`config.mk`:
```
export PLATFORM = sky130hd
export DESIGN_NAME = i2s_clock_sequencer
export DESIGN_NICKNAME = d
export VERILOG_FILES = /design/src/rtl/i2s_pkg.sv /design/src/rtl/i2s_bclk_divider.sv /design/src/rtl/i2s_clock_sequencer.sv
export SDC_FILE = /design/constraint.sdc
export NUM_CORES = 1
export LEC_CHECK = 0
export BUFFER_PORTS_ARGS = -buffer_cell sky130_fd_sc_hd__buf_4
export CORE_MARGIN = 5
export CORE_UTILIZATION = 35
export DETAILED_ROUTE_END_ITERATION = 10
export MAX_ROUTING_LAYER = met4
export SYNTH_ARGS = -nofsm -noshare
export SYNTH_HDL_FRONTEND = slang
export SYNTH_SLANG_ARGS = --single-unit
```
`constraint.sdc`:
```
create_clock -name clk -period 2.2 [get_ports clk]
set_input_delay 0.44 -clock clk [delete_from_list [all_inputs] [get_ports clk]]
set_output_delay 0.44 -clock clk [all_outputs]
set_load 0.05 [all_outputs]
```
`src/rtl/i2s_pkg.sv`:
```
`timescale 1ns/1ps
`default_nettype none
// ============================================================================
//  Module   : i2s_pkg
//  Purpose  : Shared definitions for the I2S clock sequencer: default sample
//             and slot sizes, FSM state encoding, configuration limits and
//             the configuration legality check.
//  Ports    : none (package)
//  Revision : 1.0  initial release
// ============================================================================
package i2s_pkg;

  // Default sample width and maximum slot length (in bclk periods).
  localparam int unsigned DATA_BITS_DEF = 24;
  localparam int unsigned MAX_SLOT_DEF  = 32;

  // Divider limits: a half-period of zero clk cycles cannot be generated.
  localparam int unsigned HALF_DIV_MIN = 1;
  localparam int unsigned HALF_DIV_MAX = 255;

  typedef enum logic [1:0] {
    ST_IDLE  = 2'd0,
    ST_START = 2'd1,
    ST_RUN   = 2'd2,
    ST_STOP  = 2'd3
  } state_e;

  // A slot must be long enough to hold the one-bit delay plus all data bits,
  // and short enough for the bit counter.
  function automatic logic cfg_legal(
    input logic [7:0]  half_div,
    input logic [5:0]  slot_bits,
    input int unsigned data_bits,
    input int unsigned max_slot
  );
    logic ok_h;
    logic ok_s;
    ok_h = (32'(half_div) >= HALF_DIV_MIN) && (32'(half_div) <= HALF_DIV_MAX);
    ok_s = (32'(slot_bits) > data_bits) && (32'(slot_bits) <= max_slot);
    return ok_h && ok_s;
  endfunction

endpackage
`default_nettype wire

```
`src/rtl/i2s_bclk_divider.sv`:
```
`timescale 1ns/1ps
`default_nettype none
// ============================================================================
//  Module   : i2s_bclk_divider
//  Purpose  : Half-period counter generating a 50% duty bclk of period
//             2*half_div_i clk cycles while run_i is high. When run_i is low
//             the counter and bclk are held at 0.
//  Ports    : clk            system clock
//             reset_n        asynchronous active-low reset
//             run_i          enable counting/toggling
//             half_div_i     clk cycles per bclk half-period (frozen value)
//             rise_next_o    comb: bclk rises at the coming clk edge
//             fall_next_o    comb: bclk falls at the coming clk edge
//             bclk_o         registered bit clock
//             rise_o         registered one-cycle pulse with bclk 0->1
//  Revision : 1.0  initial release
// ============================================================================
module i2s_bclk_divider (
  input  logic       clk,
  input  logic       reset_n,
  input  logic       run_i,
  input  logic [7:0] half_div_i,
  output logic       rise_next_o,
  output logic       fall_next_o,
  output logic       bclk_o,
  output logic       rise_o
);

  logic [7:0] half_cnt_q;
  logic [7:0] half_cnt_d;
  logic       bclk_q;
  logic       bclk_d;
  logic       rise_q;
  logic       rise_d;
  logic       w_tick;

  // Last clk cycle of the current half-period.
  assign w_tick      = run_i && (half_cnt_q == (half_div_i - 8'd1));
  // The edge decode is exposed ahead of the register so the sequencer can
  // move lrclk and the bit counter on the very same clk edge as bclk.
  assign rise_next_o = w_tick && !bclk_q;
  assign fall_next_o = w_tick && bclk_q;

  always_comb begin
    half_cnt_d = half_cnt_q;
    bclk_d     = bclk_q;
    rise_d     = 1'b0;
    if (!run_i) begin
      half_cnt_d = 8'd0;
      bclk_d     = 1'b0;
    end else if (w_tick) begin
      half_cnt_d = 8'd0;
      bclk_d     = ~bclk_q;
      rise_d     = ~bclk_q;
    end else begin
      half_cnt_d = half_cnt_q + 8'd1;
    end
  end

  always_ff @(posedge clk or negedge reset_n) begin
    if (!reset_n) begin
      half_cnt_q <= 8'd0;
      bclk_q     <= 1'b0;
      rise_q     <= 1'b0;
    end else begin
      half_cnt_q <= half_cnt_d;
      bclk_q     <= bclk_d;
      rise_q     <= rise_d;
    end
  end

  assign bclk_o = bclk_q;
  assign rise_o = rise_q;

endmodule
`default_nettype wire

```
`src/rtl/i2s_clock_sequencer.sv`:
```
`timescale 1ns/1ps
`default_nettype none
// ============================================================================
//  Module   : i2s_clock_sequencer
//  Purpose  : Master-mode I2S timing generator. Produces bclk/lrclk from clk
//             with a programmable divider, tracks the bit index in each slot
//             and emits one-cycle strobes when a left/right sample is
//             complete. Starts and stops are aligned to whole frames.
//  Ports    : clk             system clock
//             reset_n         asynchronous active-low reset
//             enable          level: 1 = run, 0 = stop at end of frame
//             cfg_half_div    clk cycles per bclk half-period (1..255)
//             cfg_slot_bits   bclk periods per slot (DATA_BITS+1..MAX_SLOT)
//             bclk            bit clock
//             lrclk           word clock (0 = left, 1 = right)
//             bclk_rise       pulse with bclk 0->1
//             frame_start     pulse with lrclk 1->0
//             l_sample_valid  pulse when a left sample is complete
//             r_sample_valid  pulse when a right sample is complete
//             running         high in START, RUN and STOP
//             cfg_err         sticky illegal-configuration flag
//  Revision : 1.0  initial release
// ============================================================================
module i2s_clock_sequencer
  import i2s_pkg::*;
#(
  parameter int unsigned DATA_BITS = DATA_BITS_DEF,
  parameter int unsigned MAX_SLOT  = MAX_SLOT_DEF
) (
  input  logic       clk,
  input  logic       reset_n,
  input  logic       enable,
  input  logic [7:0] cfg_half_div,
  input  logic [5:0] cfg_slot_bits,
  output logic       bclk,
  output logic       lrclk,
  output logic       bclk_rise,
  output logic       frame_start,
  output logic       l_sample_valid,
  output logic       r_sample_valid,
  output logic       running,
  output logic       cfg_err
);

  localparam int unsigned CNT_W = $clog2(MAX_SLOT + 1);
  // The strobe fires on the bclk fall that ends the LSB bit period.
  localparam logic [CNT_W-1:0] STROBE_IDX = CNT_W'(DATA_BITS);

  state_e           state_q;
  logic [7:0]       half_div_q;
  logic [5:0]       slot_bits_q;
  logic [CNT_W-1:0] bit_cnt_q;
  logic             lrclk_q;
  logic             frame_start_q;
  logic             l_valid_q;
  logic             r_valid_q;
  logic             running_q;
  logic             cfg_err_q;

  logic             w_run;
  logic             w_rise_next;
  logic             w_fall_next;
  logic [CNT_W-1:0] w_last_idx;
  logic             w_slot_end;
  logic             w_cfg_ok;

  assign w_run      = (state_q != ST_IDLE);
  assign w_last_idx = CNT_W'(slot_bits_q) - CNT_W'(1);
  assign w_slot_end = (bit_cnt_q == w_last_idx);
  assign w_cfg_ok   = cfg_legal(cfg_half_div, cfg_slot_bits, DATA_BITS, MAX_SLOT);

  i2s_bclk_divider u_div (
    .clk         (clk),
    .reset_n     (reset_n),
    .run_i       (w_run),
    .half_div_i  (half_div_q),
    .rise_next_o (w_rise_next),
    .fall_next_o (w_fall_next),
    .bclk_o      (bclk),
    .rise_o      (bclk_rise)
  );

  always_ff @(posedge clk or negedge reset_n) begin
    if (!reset_n) begin
      state_q       <= ST_IDLE;
      half_div_q    <= 8'd0;
      slot_bits_q   <= 6'd0;
      bit_cnt_q     <= '0;
      lrclk_q       <= 1'b1;
      frame_start_q <= 1'b0;
      l_valid_q     <= 1'b0;
      r_valid_q     <= 1'b0;
      running_q     <= 1'b0;
      cfg_err_q     <= 1'b0;
    end else begin
      frame_start_q <= 1'b0;
      l_valid_q     <= 1'b0;
      r_valid_q     <= 1'b0;

      case (state_q)
        ST_IDLE: begin
          lrclk_q   <= 1'b1;
          bit_cnt_q <= '0;
          if (!enable) begin
            cfg_err_q <= 1'b0;
          end else if (!cfg_err_q) begin
            // Shadow copies stay frozen until the next start.
            half_div_q  <= cfg_half_div;
            slot_bits_q <= cfg_slot_bits;
            if (!w_cfg_ok) begin
              cfg_err_q <= 1'b1;
            end else begin
              // bclk is already low, so this is treated as the frame
              // boundary: the left slot (index 0, the delay bit) begins
              // now and its first rising edge ends START.
              state_q       <= ST_START;
              running_q     <= 1'b1;
              lrclk_q       <= 1'b0;
              frame_start_q <= 1'b1;
            end
          end
        end

        ST_START: begin
          if (w_rise_next) begin
            state_q <= ST_RUN;
          end
        end

        ST_RUN, ST_STOP: begin
          if (state_q == ST_RUN && !enable) begin
            state_q <= ST_STOP;
          end else if (state_q == ST_STOP && enable) begin
            state_q <= ST_RUN;
          end

          if (w_fall_next) begin
            // With the minimum slot length this strobe shares the edge with
            // the lrclk toggle; the pre-toggle lrclk still names the side.
            if (bit_cnt_q == STROBE_IDX) begin
              l_valid_q <= ~lrclk_q;
              r_valid_q <= lrclk_q;
            end

            if (w_slot_end) begin
              bit_cnt_q <= '0;
              if (state_q == ST_STOP && !enable && lrclk_q) begin
                // End of the right slot while stopping: hold lrclk high so
                // no new frame (and no frame_start) begins.
                state_q   <= ST_IDLE;
                running_q <= 1'b0;
                lrclk_q   <= 1'b1;
              end else begin
                lrclk_q       <= ~lrclk_q;
                frame_start_q <= lrclk_q;
              end
            end else begin
              bit_cnt_q <= bit_cnt_q + CNT_W'(1);
            end
          end
        end

        default: begin
          state_q <= ST_IDLE;
        end
      endcase
    end
  end

  assign lrclk          = lrclk_q;
  assign frame_start    = frame_start_q;
  assign l_sample_valid = l_valid_q;
  assign r_sample_valid = r_valid_q;
  assign running        = running_q;
  assign cfg_err        = cfg_err_q;

endmodule
`default_nettype wire

```
==> flow_metrics.py, run 1 <==
metrics = {
    "floorplanning": {
        "die_w_um": 91.02,
        "die_area_um2": 8284,
        "io_pins": 25,
        "core_um2": 6350,
        "start_util_pct": 36.18,
        "row_count": 29,
        "die_h_um": 91.02,
    },
    "clock_tree": {
        "cts_buffers": 5,
        "clk_pin_slew_ps": 80,
        "cts.sinks": 38,
        "clockRootBuffer": "clkbuf_8",
        "cts_tree": "done",
        "ctsHtreeMaxLevel": 2,
        "clk_latency_ps": 290,
        "cts_max_path_buffers": 2,
    },
    "sta": {
        "fmax_mhz": 444.4,
        "timing.final.ws_setup_ps": -50.05,
        "post-route-min-period_ps": 2250,
        "setup-violations-final": 6,
        "grt_setup_unrepaired": "true",
        "worstMarginPinSlew_ps": 509.4,
        "slew_headroom_pct": 66.04,
        "final-hold-violation-count": 0,
        "slew_viol_final": 0,
        "fin_tns_setup_ps": -151.5,
        "post-route-period-util_pct": 102.3,
        "finClkSkew_ps": 5.936,
    },
    "status": {
        "status": "finished, violations left",
        "violations": "negative setup slack",
    },
    "power": {
        "clockPowerShare_pct": 14.1,
        "p_leak_nw": 1.317,
        "combPwrFrac_pct": 55.7,
        "p_seq_share_pct": 30.2,
        "powerDensity_nw_per_um2": 1373,
        "p_sw_share_pct": 42.03,
        "p_sw_mw": 1.761,
        "internal_power_mw": 2.429,
        "max-vdd-ir-drop_uv": 605.6,
    },
    "synth": {
        "synth_commonest_cells": "37 x dfrtp_1, 21 x nor2_1, 19 x nand2_1, 14 x xnor2_1",
        "ys.flop_type": "dfrtp_1",
        "syn_area_um2": 2297,
        "syn_area_per_cell_um2": 9.652,
        "yosysMostFrequentCell": "dfrtp_1",
        "synth_nets": 260,
        "synth_top_area_share_pct": 40.31,
        "async_flop_share_pct": 100.0,
        "ys_seq_elements": 38,
        "ys_types": 55,
        "yosysTopAreaCell": "dfrtp_1",
        "synth_edf_count": 0,
        "synth.area.top_cells": "dfrtp_1 40%, xnor2_1 5.3%, mux2_2 4.9%, nor2_1 3.4%, nand2_1 3.1%",
        "netlist_instances": 238,
        "yosysSeqAreaShare_pct": 41.45,
        "yosysWarnings": 0,
    },
    "detailed_routing": {
        "vias_per_cell": 5.396,
        "vias": 2002,
        "drc_errors": 0,
        "wl_per_cell_um": 15.85,
        "firstDrtPassIters": 4,
        "first_iter_violations": 177,
        "drt_wl_total_um": 5880,
        "postRouteAntennaNets": 0,
    },
    "job": {
        "max_cap_viol_count": 0,
    },
    "global_routing": {
        "grt_first_pass_wirelength_um": 10030,
        "antenna_found_initial": 0,
        "grt_max_degree": 39,
        "track_usage_pct": 15.08,
        "grt_pass1_vias": 2072,
        "grt-ovfl-total": 0,
    },
    "final_layout": {
        "final_layout_size_suffix_gt1_share_pct": 37.41,
        "utilization_pct": 48.06,
        "fin_area_um2": 3052,
        "diodes": 0,
        "syn_to_final_growth_pct": 32.84,
        "fillers": 580,
        "stdcell_count": 371,
        "nNetsFinal": 315,
    },
    "setup_path": {
        "crit_fanout": 7,
        "cp.arrival_ps": 2470,
        "end_kind": "flop",
        "r2r_slack_ps": -50,
        "r2r-end": "bit_cnt_q[3]$_DFFE_PN0P_",
        "critPathLaunchType": "flop",
        "r2r-start": "half_div_q[0]$_DFFE_PN0P_",
        "worstSetupPathType": "flop to flop",
        "rr_worst_depth": 8,
        "critPathRequiredTime_ps": 2420,
    },
    "placement": {
        "place_hpwl_um": 4018,
        "gp_congestion": 0.8149,
        "place_inst": 357,
        "port_buffers": 24,
        "post_dp_cell_area_um2": 2733,
    },
    "worst_hold_path": {
        "min_path_type": "input port to async pin",
    },
}
[power groups by stage]
stage | Sequential [mW] | Combinational (mW) | Clock, mW
after floorplan | 1.28 | 1.24 | 0
after global placement | 1.25 | 1.88 | 0
after detailed placement | 1.25 | 1.91 | 0
after CTS | 1.26 | 2.19 | 0.613
after global routing | 1.31 | 2.56 | 0.643
final | 1.26 | 2.34 | 0.590
[sequential cells by signal (all words and copies together) (netlist names), 2 cells and up]
register          count
state_q               2
slot_bits_q           6
u_div.half_cnt_q      8
bit_cnt_q             6
half_div_q            8
[metrics by stage]
| step | hold WS, ps | power [mW] | setup WS (ps) |
|---|---|---|---|
| final | 112.2 | 4.191 | -50.05 |
| after global placement | 449.0 | 3.126 | -70.64 |
| after floorplan | 144.4 | 2.528 | -43.89 |
| after detailed placement | 452.9 | 3.163 | -103.8 |
| after global routing | 155.0 | 4.514 | -127.7 |
| after CTS | 125.2 | 4.066 | 1.293 |
[worst max path at each step]
stage                                     from                       end  slack, ps  cells after the start
detailed placement   half_div_q[1]$_DFFE_PN0P_  bit_cnt_q[5]$_DFFE_PN0P_       -100                      9
global placement    slot_bits_q[0]$_DFFE_PN0P_    state_q[1]$_DFFE_PN0P_        -70                      6
floorplan            half_div_q[0]$_DFFE_PN0P_  bit_cnt_q[0]$_DFFE_PN0P_        -40                      9
CTS                 slot_bits_q[1]$_DFFE_PN0P_    state_q[0]$_DFFE_PN0P_          1                      7
finish               half_div_q[0]$_DFFE_PN0P_  bit_cnt_q[3]$_DFFE_PN0P_        -50                      8
global route         half_div_q[0]$_DFFE_PN0P_  bit_cnt_q[3]$_DFFE_PN0P_       -130                      8
[cell families after synthesis]
group	after synthesis	share of synthesized area, %
AND/OR/NAND/NOR	96	23.26
AO/OA/AOI/OAI	48	15.25
flip-flops	38	41.45
XOR/XNOR	20	7.625
buffers and inverters	19	3.921
multiplexers	12	5.774
adder cells (fa/ha/maj)	5	2.723
[worst max-delay path, cell delays in order (launching register included)]
cell and delay [ps]:
dfrtp_1 370, inv_2 60, ha_4 160, or2_4 250, a2111oi_4 310, o21ai_2 140, a22o_4 280, or4b_1 520
nand3_1 90
[layout by cell type (no fill, tap or decap), types with 3 or more instances in the layout]
cell type	n
a21oi_1	3
a31oi_1	3
and3_1	5
buf_4	53
clkbuf_8	5
dfrtp_1	37
ha_1	4
inv_1	9
mux2_2	10
nand2_1	17
nand2b_1	4
nand3_1	6
nor2_1	19
nor2b_1	3
nor3_1	7
nor3b_1	3
nor4_4	3
o211ai_1	7
o21ai_0	9
o21ai_1	3
o311ai_1	3
xnor2_1	13
xor2_1	6
[repair_timing]
| action | 4_1_cts | 5_1_grt |
|---|---|---|
| pin swaps | 8 | 6 |
| hold buffers | 0 | 0 |
| cloned | 1 | 0 |
| setup buffers | 3 | 2 |
| setup endpoints to repair | 23 | 23 |
| gates resized for setup | 22 | 17 |
[layout make-up]
| class | instances | area [µm²] | area share [%] |
|---|---|---|---|
| well taps | 77 | 96.34 | 3.157 |
| inverters | 11 | 41.29 | 1.353 |
| clock buffers | 7 | 76.32 | 2.501 |
| repair buffers | 55 | 420.4 | 13.78 |
| multi-input cells | 182 | 1435 | 47.03 |
| flip-flops and latches | 38 | 952.2 | 31.20 |
| clock inverters | 1 | 30.03 | 0.9840 |
[per-layer routing]
layer  GRT usage [%]  part of all wire, %
met5               -                    0
met4           4.768                  1.9
met3           3.636                  4.9
met2           22.90                   45
met1           19.88                   48
Note: power is estimated with default switching activity, not from simulation.
==> run 2: changes to the inputs <==
- CTS_BUF_LIST: default -> sky130_fd_sc_hd__clkbuf_16
- SYNTH_HIERARCHICAL: default -> 1
==> flow_metrics.py, run 2 <==
metrics = {
    "synth": {
        "synth_edf_count": 0,
        "netlist_instances": 218,
        "yosysMostFrequentCell": "dfrtp_1",
        "synth_top_area_share_pct": 42.38,
        "synth.area.top_cells": "dfrtp_1 42%, mux2_2 6.2%, xnor2_1 4.4%, xor2_1 3.6%, and3_1 3.4%",
        "async_flop_share_pct": 100.0,
        "ys_seq_elements": 38,
        "yosysTopAreaCell": "dfrtp_1",
        "synth_nets": 240,
        "ys.flop_type": "dfrtp_1",
        "yosysWarnings": 6,
        "syn_area_per_cell_um2": 10.02,
        "ys_types": 53,
        "synth_commonest_cells": "37 x dfrtp_1, 20 x nand2_1, 13 x nor2_1, 12 x and3_1, 12 x mux2_2",
        "syn_area_um2": 2185,
        "yosysSeqAreaShare_pct": 43.59,
    },
    "global_routing": {
        "grt_first_pass_wirelength_um": 8838,
        "grt_max_degree": 39,
        "grt_pass1_vias": 1806,
        "track_usage_pct": 14.85,
        "grt-ovfl-total": 0,
        "antenna_found_initial": 0,
    },
    "power": {
        "total_power_mw": 2.371,
        "powerDensity_nw_per_um2": 835.4,
        "max-vdd-ir-drop_uv": 404.0,
        "p_leak_nw": 1.284,
    },
    "final_layout": {
        "top_regs": "half_div_q x8, u_div/half_cnt_q x8",
        "mostFrequentLayoutCells": "43 x buf_4, 37 x dfrtp_1, 19 x nand2_1, 12 x mux2_2",
        "fin_area_um2": 2838,
        "syn_to_final_growth_pct": 29.90,
        "fillers": 562,
        "final_layout_size_suffix_gt1_share_pct": 33.83,
        "nNetsFinal": 287,
        "final_common_cell": "buf_4",
        "utilization_pct": 47.37,
        "diodes": 0,
    },
    "placement": {
        "place_hpwl_um": 3737,
        "post_dp_cell_area_um2": 2585,
        "port_buffers": 24,
        "gp_congestion": 0.8552,
    },
    "sta": {
        "post-route-period-util_pct": 115.6,
        "worstMarginPinSlew_ps": 493.2,
        "fin_tns_setup_ps": -6007,
        "post-route-min-period_ps": 2542,
        "final-hold-violation-count": 0,
        "grt_setup_unrepaired": "true",
        "timing.final.ws_setup_ps": -342.2,
        "fmax_mhz": 393.4,
        "setup-violations-final": 22,
        "slew_viol_final": 0,
        "slew_headroom_pct": 67.12,
        "finClkSkew_ps": 4.104,
    },
    "floorplanning": {
        "die_w_um": 89.01,
        "row_count": 28,
        "core_um2": 5991,
        "io_pins": 25,
        "die_h_um": 89.01,
        "start_util_pct": 36.47,
        "die_area_um2": 7922,
    },
    "setup_path": {
        "worstSetupPathType": "flop to flop",
        "cp.arrival_ps": 2740,
        "critPathLaunchType": "flop",
        "rr_worst_depth": 11,
        "critPathRequiredTime_ps": 2400,
        "r2r_slack_ps": -340,
        "crit_fanout": 5,
        "r2r-end": "bit_cnt_q[3]$_DFFE_PN0P_",
        "end_kind": "flop",
        "r2r-start": "half_div_q[0]$_DFFE_PN0P_",
    },
    "detailed_routing": {
        "postRouteAntennaNets": 0,
        "vias_per_cell": 5.132,
        "drt_wl_total_um": 5155,
        "vias": 1750,
        "drc_errors": 0,
        "first_iter_violations": 77,
        "firstDrtPassIters": 4,
        "wl_per_cell_um": 15.12,
    },
    "clock_tree": {
        "clk_pin_slew_ps": 60,
        "clockRootBuffer": "clkbuf_16",
        "cts_hold_buf": 0,
        "cts_max_path_buffers": 2,
        "ctsHtreeMaxLevel": 2,
        "cts_buffers": 5,
        "clk_latency_ps": 280,
        "cts_tree": "done",
        "cts.sinks": 38,
    },
    "status": {
        "status": "finished, violations left",
        "violations": "negative setup slack",
    },
    "job": {
        "max_cap_viol_count": 0,
    },
    "worst_hold_path": {
        "min_path_type": "input port to async pin",
    },
}
==> run 2: cell types whose count changed after synthesis, sizes merged, moves of 4 or more <==
cell and change:
and3 +7, nand2b +4, nor2 -8, o211ai -5, o21ai -9
==> run 2: layout make-up <==
cell class	instances	area, µm²	area share [%]
multi-input cells	166	1274	44.89
inverters	9	36.28	1.279
clock buffers	5	125.1	4.409
repair buffers	45	345.3	12.17
flip-flops and latches	38	952.2	33.55
clock inverters	3	11.26	0.3968
well taps	75	93.84	3.307
==> run 2: logic make-up after synthesis <==
kind of cell             Yosys count  synth area share, %
AO/OA/AOI/OAI                     33                11.17
XOR/XNOR                          20                8.018
adder cells (fa/ha/maj)            5                2.864
buffers and inverters             14                2.863
flip-flops                        38                43.59
multiplexers                      15                7.560
AND/OR/NAND/NOR                   93                23.94
==> run 2: worst max-delay path, stage by stage, from the launching register on <==
cell and delay (ps):
dfrtp_1 400, inv_1 70, ha_2 170, or3b_4 390, nor4_4 260, o2111ai_2 150, a211oi_2 240, and3_4 270
nand2_2 120, nor3_2 170, o22ai_1 90, o211ai_1 110
==> run 2: metal layers <==
layer / part of all wire, % / track usage, %
met3: 3.5 / 3.134
met4: 1.4 / 6.089
met1: 49 / 20.17
met5: 0 / -
met2: 46 / 21.52
==> run 2: worst max path at each step <==
stage                                         start                  endpoint  slack (ps)  depth (start not counted)
after CTS                 half_div_q[0]$_DFFE_PN0P_  bit_cnt_q[3]$_DFFE_PN0P_        -390                         11
final                     half_div_q[0]$_DFFE_PN0P_  bit_cnt_q[3]$_DFFE_PN0P_        -340                         11
after global routing      half_div_q[0]$_DFFE_PN0P_  bit_cnt_q[3]$_DFFE_PN0P_        -490                         11
after floorplan           half_div_q[0]$_DFFE_PN0P_  bit_cnt_q[5]$_DFFE_PN0P_        -260                         12
after global placement    half_div_q[0]$_DFFE_PN0P_  bit_cnt_q[5]$_DFFE_PN0P_        -350                         12
after detailed placement  half_div_q[0]$_DFFE_PN0P_  bit_cnt_q[5]$_DFFE_PN0P_        -430                         12
==> run 2: where the power goes <==
group          internal, mW  switching [mW]
logic                 0.426           0.332
registers             0.807           0.129
clock network         0.408           0.270
==> run 2: stage by stage <==
step / worst slack [ps] / hold slack (ps) / instances
2_1_floorplan: -256.2 / 144.4 / 218
3_3_place_gp: -346.7 / 451.9 / 329
3_5_place_dp: -434.4 / 451.7 / 329
4_1_cts: -390.1 / 153.3 / 340
5_1_grt: -489.0 / 166.1 / 341
6_report: -342.2 / 126.5 / 341
==> run 2: repair_timing <==
action / 4_1_cts / 5_1_grt
buffers inserted: 2 / 1
resized for setup: 14 / 4
endpoints found under the setup margin: 21 / 22
pin swaps: 12 / 5
cloned: 1 / 0
==> run 3: changes to the inputs <==
- CORE_UTILIZATION: 35 -> 25
- CTS_CLUSTER_SIZE: default -> 16
- PLACE_DENSITY: default -> 0.46
==> flow_metrics.py, run 3 (synthesis results as in run 2) <==
metrics = {
    "placement": {
        "port_buffers": 24,
        "post_dp_cell_area_um2": 2656,
        "gp_congestion": 0.7744,
        "place_hpwl_um": 3983,
    },
    "detailed_routing": {
        "vias": 1786,
        "wl_per_cell_um": 14.59,
        "first_iter_violations": 61,
        "postRouteAntennaNets": 0,
        "firstDrtPassIters": 4,
        "vias_per_cell": 4.712,
        "drc_errors": 0,
        "drt_wl_total_um": 5528,
    },
    "clock_tree": {
        "cts_buffers": 5,
        "ctsHtreeMaxLevel": 2,
        "clk_pin_slew_ps": 60,
        "cts_max_path_buffers": 2,
        "clk_latency_ps": 280,
        "clockRootBuffer": "clkbuf_16",
        "cts_tree": "done",
        "cts.sinks": 38,
    },
    "sta": {
        "finClkSkew_ps": 3.853,
        "setup-violations-final": 22,
        "post-route-min-period_ps": 2495,
        "fmax_mhz": 400.9,
        "slew_headroom_pct": 65.72,
        "slew_viol_final": 0,
        "final-hold-violation-count": 0,
        "post-route-period-util_pct": 113.4,
        "grt_setup_unrepaired": "true",
        "timing.final.ws_setup_ps": -294.5,
        "worstMarginPinSlew_ps": 514.2,
        "fin_hold_ws_ps": 130.9,
    },
    "final_layout": {
        "diodes": 0,
        "utilization_pct": 34.06,
        "fillers": 891,
        "final_common_cell": "buf_4",
        "final_layout_size_suffix_gt1_share_pct": 35.79,
        "fin_area_um2": 2942,
        "top_regs": "half_div_q x8, u_div/half_cnt_q x8",
        "mostFrequentLayoutCells": "47 x buf_4, 37 x dfrtp_1, 19 x nand2_1, 12 x mux2_2, 11 x xnor2_1",
        "syn_to_final_growth_pct": 34.65,
        "nNetsFinal": 292,
    },
    "setup_path": {
        "crit_fanout": 5,
        "rr_worst_depth": 10,
        "worst_path_max_delay_cell": "or4_4",
        "critPathTopFamily": "simple AND/OR/NAND/NOR gates",
        "end_kind": "flop",
        "path_cells": "or4_4 > nor4_1 > nor3b_1 > a211oi_2 > and3_4 > inv_4 > nor3_4 > xor2_1 > o311ai_1 > nand2_1",
        "critPathRequiredTime_ps": 2420,
        "critPathMaxStageDelay_ps": 560,
        "r2r-start": "half_div_q[1]$_DFFE_PN0P_",
        "cp.arrival_ps": 2720,
        "path_buf_inv": 1,
        "r2r-end": "bit_cnt_q[5]$_DFFE_PN0P_",
        "cp-startpoint": "half_div_q[1]$_DFFE_PN0P_",
        "worstSetupPathType": "flop to flop",
        "critPathLaunchType": "flop",
        "r2r_slack_ps": -290,
    },
    "floorplanning": {
        "die_w_um": 103.5,
        "start_util_pct": 25.30,
        "row_count": 34,
        "core_um2": 8636,
        "io_pins": 25,
        "die_h_um": 103.5,
        "die_area_um2": 10710,
    },
    "power": {
        "powerDensity_nw_per_um2": 809.9,
        "total_power_mw": 2.383,
        "p_leak_nw": 1.309,
        "max-vdd-ir-drop_uv": 299.7,
    },
    "global_routing": {
        "grt_first_pass_wirelength_um": 9204,
        "antenna_found_initial": 0,
        "grt_max_degree": 39,
        "grt_pass1_vias": 1846,
        "track_usage_pct": 11.45,
        "grt-ovfl-total": 0,
    },
    "worst_hold_path": {
        "min_path_type": "input port to async pin",
    },
    "job": {
        "max_cap_viol_count": 0,
    },
    "status": {
        "violations": "negative setup slack",
        "status": "finished, violations left",
    },
}
-- run 3: cell count changes in the layout (fill, tap and decap cells not counted), sizes merged --
cell | before | now
buf | 45 | 50
clkinv | 1 | 3
inv | 11 | 9
-- run 3: worst max path at each step --
stage / cells after the start / endpoint / slack (ps)
2_1_floorplan: 12 / bit_cnt_q[5]$_DFFE_PN0P_ / -260
3_3_place_gp: 10 / r_sample_valid$_DFF_PN0_ / -400
3_5_place_dp: 10 / r_sample_valid$_DFF_PN0_ / -470
4_1_cts: 10 / bit_cnt_q[0]$_DFFE_PN0P_ / -360
5_1_grt: 12 / bit_cnt_q[5]$_DFFE_PN0P_ / -480
6_report: 10 / bit_cnt_q[5]$_DFFE_PN0P_ / -290
-- run 3: where the power goes --
group | internal (mW) | switching, mW | total [mW]
combinational | 0.411 | 0.349 | 0.760
clock | 0.408 | 0.284 | 0.692
sequential | 0.806 | 0.124 | 0.930
total | 1.63 | 0.756 | 2.38
-- run 3: per-layer routing --
metal	vias to the layer above	GRT usage, %	part of all wire, %
met2	27	17.25	44
li1	893	-	-
met1	860	15.28	51
met3	6	1.811	3.5
met5	-	-	0
met4	0	4.781	1.8
-- run 3: final cells by class --
cell class | instances | area (µm²) | area share [%]
multi-input combinational | 166 | 1295 | 44.02
sequential | 38 | 952.2 | 32.37
timing repair buffer | 50 | 386.6 | 13.14
tap | 108 | 135.1 | 4.594
clock buffer | 5 | 125.1 | 4.254
inverter | 9 | 36.28 | 1.234
clock inverter | 3 | 11.26 | 0.3828
-- run 3: timing repair --
| item | 4_1_cts | 5_1_grt |
|---|---|---|
| pin swaps | 15 | 6 |
| setup endpoints to repair | 22 | 22 |
| hold buffers | 0 | 0 |
| resized for setup | 15 | 9 |
| cloned | 0 | 1 |
| buffers inserted | 3 | 3 |
-- run 3: worst register-to-register path: stages, from the launching register on --
cell	delay (ps)
dfrtp_1	400
or4_4	560
nor4_1	280
nor3b_1	130
a211oi_2	270
and3_4	280
inv_4	60
nor3_4	110
xor2_1	160
o311ai_1	110
nand2_1	80
-- run 3: metrics by stage --
stage                     setup WS [ps]  TNS [ps]  instances
after floorplan                  -256.2     -2197        218
after global placement           -400.5     -5513        366
after detailed placement         -466.8     -6560        366
after CTS                        -360.8     -6363        377
after global routing             -476.8     -7544        379
final                            -294.5     -4045        379
